<file path="src/rtl/uart_rcvr.sv">
// UART receiver: 2-flop sync, mid-bit sampling; word out at t0+OVER_SAMP/2+OVER_SAMP*(WD_SIZE+1)+1.
// No backpressure on the line: an unread word is overwritten and ovrn_err_o is raised.
module uart_rcvr #(
    parameter int WD_SIZE   = 8,
    parameter int OVER_SAMP = 16
) (
    input  logic               clk,
    input  logic               rstn,
    input  logic               seri_data_i,
    input  logic               read_i,
    output logic [WD_SIZE-1:0] bus_data_o,
    output logic               data_rdy_o,
    output logic               frame_err_o,
    output logic               ovrn_err_o,
    output logic               busy_o
);

    localparam int CW = $clog2(OVER_SAMP);
    localparam int BW = $clog2(WD_SIZE + 1);
    localparam logic [CW-1:0] CNT_MID  = CW'(OVER_SAMP / 2 - 1);
    localparam logic [CW-1:0] CNT_LAST = CW'(OVER_SAMP - 1);
    localparam logic [BW-1:0] BIT_LAST = BW'(WD_SIZE - 1);

    typedef enum logic [2:0] {
        IDLE    = 3'd0,
        START   = 3'd1,
        DATA    = 3'd2,
        STOP    = 3'd3,
        WAIT_HI = 3'd4
    } state_t;

    state_t             state, state_n;
    logic [CW-1:0]      cnt_ovsmp, cnt_ovsmp_n;
    logic [BW-1:0]      bit_cnt, bit_cnt_n;
    logic [WD_SIZE-1:0] shreg;
    logic [WD_SIZE:0]   sh_cat;
    logic               sync1, rx_s;
    logic               shift_en;
    logic               done;

    // Sync flops reset to the idle level so a reset never looks like a start bit.
    always_ff @(posedge clk or negedge rstn) begin
        if (!rstn) begin
            sync1 <= 1'b1;
            rx_s  <= 1'b1;
        end else begin
            sync1 <= seri_data_i;
            rx_s  <= sync1;
        end
    end

    always_ff @(posedge clk or negedge rstn) begin
        if (!rstn) begin
            state     <= IDLE;
            cnt_ovsmp <= '0;
            bit_cnt   <= '0;
        end else begin
            state     <= state_n;
            cnt_ovsmp <= cnt_ovsmp_n;
            bit_cnt   <= bit_cnt_n;
        end
    end

    always_comb begin
        state_n     = state;
        cnt_ovsmp_n = cnt_ovsmp;
        bit_cnt_n   = bit_cnt;
        shift_en    = 1'b0;
        done        = 1'b0;
        case (state)
            IDLE: begin
                cnt_ovsmp_n = '0;
                bit_cnt_n   = '0;
                if (!rx_s) state_n = START;
            end
            START: begin
                if (cnt_ovsmp == CNT_MID) begin
                    cnt_ovsmp_n = '0;
                    state_n     = rx_s ? IDLE : DATA;
                end else begin
                    cnt_ovsmp_n = cnt_ovsmp + 1'b1;
                end
            end
            DATA: begin
                if (cnt_ovsmp == CNT_LAST) begin
                    cnt_ovsmp_n = '0;
                    shift_en    = 1'b1;
                    bit_cnt_n   = bit_cnt + 1'b1;
                    if (bit_cnt == BIT_LAST) state_n = STOP;
                end else begin
                    cnt_ovsmp_n = cnt_ovsmp + 1'b1;
                end
            end
            STOP: begin
                if (cnt_ovsmp == CNT_LAST) begin
                    cnt_ovsmp_n = '0;
                    done        = 1'b1;
                    state_n     = rx_s ? IDLE : WAIT_HI;
                end else begin
                    cnt_ovsmp_n = cnt_ovsmp + 1'b1;
                end
            end
            WAIT_HI: begin
                cnt_ovsmp_n = '0;
                bit_cnt_n   = '0;
                if (rx_s) state_n = IDLE;
            end
            default: begin
                state_n     = IDLE;
                cnt_ovsmp_n = '0;
                bit_cnt_n   = '0;
            end
        endcase
    end

    // Concatenate-then-slice keeps the shift legal for WD_SIZE == 1.
    assign sh_cat = {rx_s, shreg};

    always_ff @(posedge clk or negedge rstn) begin
        if (!rstn) begin
            shreg <= '0;
        end else if (shift_en) begin
            shreg <= sh_cat[WD_SIZE:1];
        end
    end

    always_ff @(posedge clk or negedge rstn) begin
        if (!rstn) begin
            bus_data_o  <= '0;
            data_rdy_o  <= 1'b0;
            frame_err_o <= 1'b0;
            ovrn_err_o  <= 1'b0;
        end else if (done) begin
            bus_data_o  <= shreg;
            data_rdy_o  <= 1'b1;
            frame_err_o <= ~rx_s;
            // A read landing on the completion cycle consumes the old word, so no overrun.
            if (data_rdy_o) ovrn_err_o <= ~read_i;
        end else if (read_i && data_rdy_o) begin
            data_rdy_o <= 1'b0;
            ovrn_err_o <= 1'b0;
        end
    end

    assign busy_o = (state != IDLE);

endmodule

</file>
<file path="config.mk">
export PLATFORM = sky130hd
export DESIGN_NAME = uart_rcvr
export DESIGN_NICKNAME = d
export VERILOG_FILES = /design/src/rtl/uart_rcvr.sv
export SDC_FILE = /design/constraint.sdc
export NUM_CORES = 1
export LEC_CHECK = 0
export CORE_MARGIN = 3
export CORE_UTILIZATION = 36
export CTS_BUF_LIST = sky130_fd_sc_hd__clkbuf_2
export DETAILED_ROUTE_END_ITERATION = 10
export PLACE_DENSITY = 0.66
export SLEW_MARGIN = 0
export SYNTH_ARGS = -nofsm -noshare
export SYNTH_HDL_FRONTEND = slang
export SYNTH_SLANG_ARGS = --single-unit
</file>
<file path="constraint.sdc">
create_clock -name clk -period 2.9 [get_ports clk]
set_clock_uncertainty 0.15 [all_clocks]
set_input_delay 0.58 -clock clk [delete_from_list [all_inputs] [get_ports clk]]
set_output_delay 0.58 -clock clk [all_outputs]
set_load 0.005 [all_outputs]
</file>
==> metrics.md <==
| Metric | Value |
|---|---|
| Register area share after synthesis | `55.5%` |
| Initial core utilization | `38.4%` |
| Setup TNS | `0 ns` |
| CTS tree | `yes` |
| Diode count | `0` |
| Worst Path Max Fanout | `14` |
| CP Launch Type | `flop` |
| Largest net degree at the start of global routing | `33` |
| Pre-CTS setup slack | `0.759 ns` |
| TritonCTS Buffers | `5` |
| Register bit total from synthesis | `32` |
| CP Cell Sequence | `nor2_1, nand2_1, clkdlybuf4s50_1` |
| Max Fclk | `0.390 GHz` |
| CP max stage delay | `0.69 ns` |
| IO Pins | `16` |
| Critical path's slowest cell | `dfrtp_1` |
| Number of global-route vias before repair | `985` |
| Worst skew pair latency | `0.38 ns` |
| Synth Cell Area | `1450 um2` |
| Worst IR Drop VDD | `0.286 mV` |
| Post-route DRC | `0` |
| Worst-Margin Slew | `0.513 ns` |
| Initial antenna violation count | `0` |
| Total GRT Usage | `11.9%` |
| # port buffers | `15` |
| Worst Path Arrival | `1.84 ns` |
| Avg Inst Size Synth | `12.8 um2` |
| Total number of vias | `931` |
| Final min period | `2.57 ns` |
| Pwr dens | `697 nW/um2` |
| Leading area contributor after synthesis | `dfrtp_1` |
| WHS | `0.226 ns` |
| Relative slew slack | `65.8%` |
| Core ar. | `3770 um2` |
| CP bufs+invs | `1` |
| CP Capture Type | `output port` |
| Die X | `69.4 um` |
| CTS Sinks | `32` |
| CTS Root Cell | `clkbuf_2` |
| Clk slew on worst S/H paths | `0.15 ns` |
| Final Cycle Share | `88.5%` |
| Grt total ovfl | `0` |
| Post-CTS sizing | `0` |
| Vias per Instance | `5.23` |
| Hold buffers post-CTS | `0` |
| Levels on crit path | `3` |
| Slew Viols, Final | `0` |
| First-pass GRT wire length | `4540 um` |
| Leak | `0.769 nW` |
| Cell count of the worst reg-to-reg path | `4` |
| Placed cell count | `170` |
| Synth Net Count | `119` |
| Die Y | `69.4 um` |
| Delay-heaviest family, CP | `flip-flops` |
| Final setup vio count | `0` |
| Layout area overhead | `16.1%` |
| RSZ-0062 raised after global routing | `no` |
| HPWL Detailed | `1770 um` |
| Drt wl/cell | `14.9 um` |
| Clock Path Buffers | `2` |
| PnR worst setup slack | `0.333 ns` |
| CTS H-tree lvls | `2` |
| Final hold vios | `0` |
| Yosys Warn Count | `0` |
| Post-Layout Cell Count | `178` |
| WL final | `2660 um` |
| Synth area leaders | `dfrtp_1 (52%), mux2_4 (8.3%), mux2_2 (7.0%)` |
| Max Cap Viol | `0` |
| 1st-iter DRT viols | `34` |
| HP Class | `flop to flop` |
| Routability cong. | `0.806` |
| Post-CTS Setup Repair Bufs | `0` |
| Hold Crit Depth | `0` |
| Yosys cell types | `36` |
| Final net count | `135` |
| Die Area | `4820 um2` |
| CP Data Required Time | `2.17 ns` |
| Outcome | `completed` |
| Synthesized instance count | `113` |
| Row count | `22` |
| Share of cells above drive strength 1 | `23.8%` |
| DRT Pass-1 Iters | `4` |
| Worst Setup Path Type | `flop to output port` |
| Final design utilization | `44.6%` |
| Area share of the largest cell type after synthesis | `51.9%` |
| DRT antenna net count | `0` |
[worst register-to-register path: stages (launching register included)]
cell	delay, ns
dfrtp_1	0.41
ha_1	0.34
and3_1	0.36
nand3_4	0.24
mux2_4	0.37
[report_power, final]
group / total [mW] / switching (mW) / internal (mW) / leakage (nW)
Clock: 0.304 / 0.155 / 0.148 / 0.0430
Combinational: 0.244 / 0.123 / 0.121 / 0.299
Sequential: 0.623 / 0.116 / 0.507 / 0.427
[flip-flops by register name, indices dropped and copies added, names as in the netlist, 3 cells and up]
signal / flops
cnt_ovsmp: 4
bit_cnt: 4
shreg: 8
state: 3
bus_data_o: 8
[path summary, 6_finish.rpt]
check | from | end | slack, ns
setup reg to reg | cnt_ovsmp[0]$_DFF_PN0_ | frame_err_o$_DFFE_PN0P_ | 0.92
max in group asynchronous | rstn | sync1$_DFF_PN1_ | 1.83
hold / removal | sync1$_DFF_PN1_ | rx_s$_DFF_PN1_ | 0.23
setup / recovery | state[0]$_DFFE_PN0P_ | busy_o | 0.33
hold reg to reg | sync1$_DFF_PN1_ | rx_s$_DFF_PN1_ | 0.23
min in group asynchronous | rstn | cnt_ovsmp[0]$_DFF_PN0_ | 0.43
[stage by stage]
step	total power, mW	instance area [um2]
after detailed placement	0.874	1620
after global placement	0.846	1620
final	1.17	1680
after floorplan	0.798	1450
after global routing	1.25	1680
after CTS	1.18	1680
[layout make-up]
cell class | instances | area [um2]
Clock inverter | 2 | 35.0
Multi-Input combinational cell | 71 | 583
Tap cell | 48 | 60.1
Clock buffer | 6 | 30.0
Fill cell | 351 | 2090
Inverter | 3 | 11.3
Timing Repair Buffer | 16 | 158
Sequential cell | 32 | 803
[placed cells by master (no fill, tap or decap), types with 2 or more instances in the layout]
cell / synthesis / routed
nand2b_1: 2 / 2
dfrtp_1: 30 / 30
nand3_1: 3 / 3
nor2b_1: 3 / 3
mux2_4: 8 / 8
nor2_1: 5 / 5
and3_1: 2 / 2
a21oi_1: 4 / 4
inv_1: 3 / 3
clkdlybuf4s50_1: 0 / 15
o21ai_0: 4 / 4
mux2i_1: 2 / 2
a31oi_1: 2 / 2
clkbuf_2: 0 / 6
nand2_1: 7 / 7
xor2_1: 2 / 2
mux2_2: 9 / 9
ha_1: 2 / 2
dfstp_2: 2 / 2
[cells in the mapped netlist (all sizes together)]
master and count:
nand2 7, dfrtp 30, buf 7, ha 2
nor4bb 1, o211ai 1, nor3b 1, a31oi 2
or3 1, nand3 5, nor2 5, nor2b 3
xnor2 1, a41oi 1, inv 3, nor3 2
mux2i 2, a21oi 4, or4 1, xor2 2
nand2b 2, o21ai 4, and4 1, mux2 17
dfstp 2, o221ai 1, nand4 1, and3 2
o22ai 1, a211oi 1
[layer usage]
metal	global-route usage [%]	up-vias	part of all wire [%]
met1	14.7	474	44
met2	18.4	15	50
met5	0	-	0
met4	5.21	0	1.8
li1	-	436	-
met3	4.64	6	4.2
[logic make-up after synthesis]
family                   share of synthesized area [%]
buffers and inverters                             4.24
XOR/XNOR                                          1.82
multiplexers                                      16.7
adder cells (fa/ha/maj)                           1.73
AO/OA/AOI/OAI                                     6.31
flip-flops                                        55.5
AND/OR/NAND/NOR                                   13.7
No activity file was read; power rests on OpenSTA's default activity.
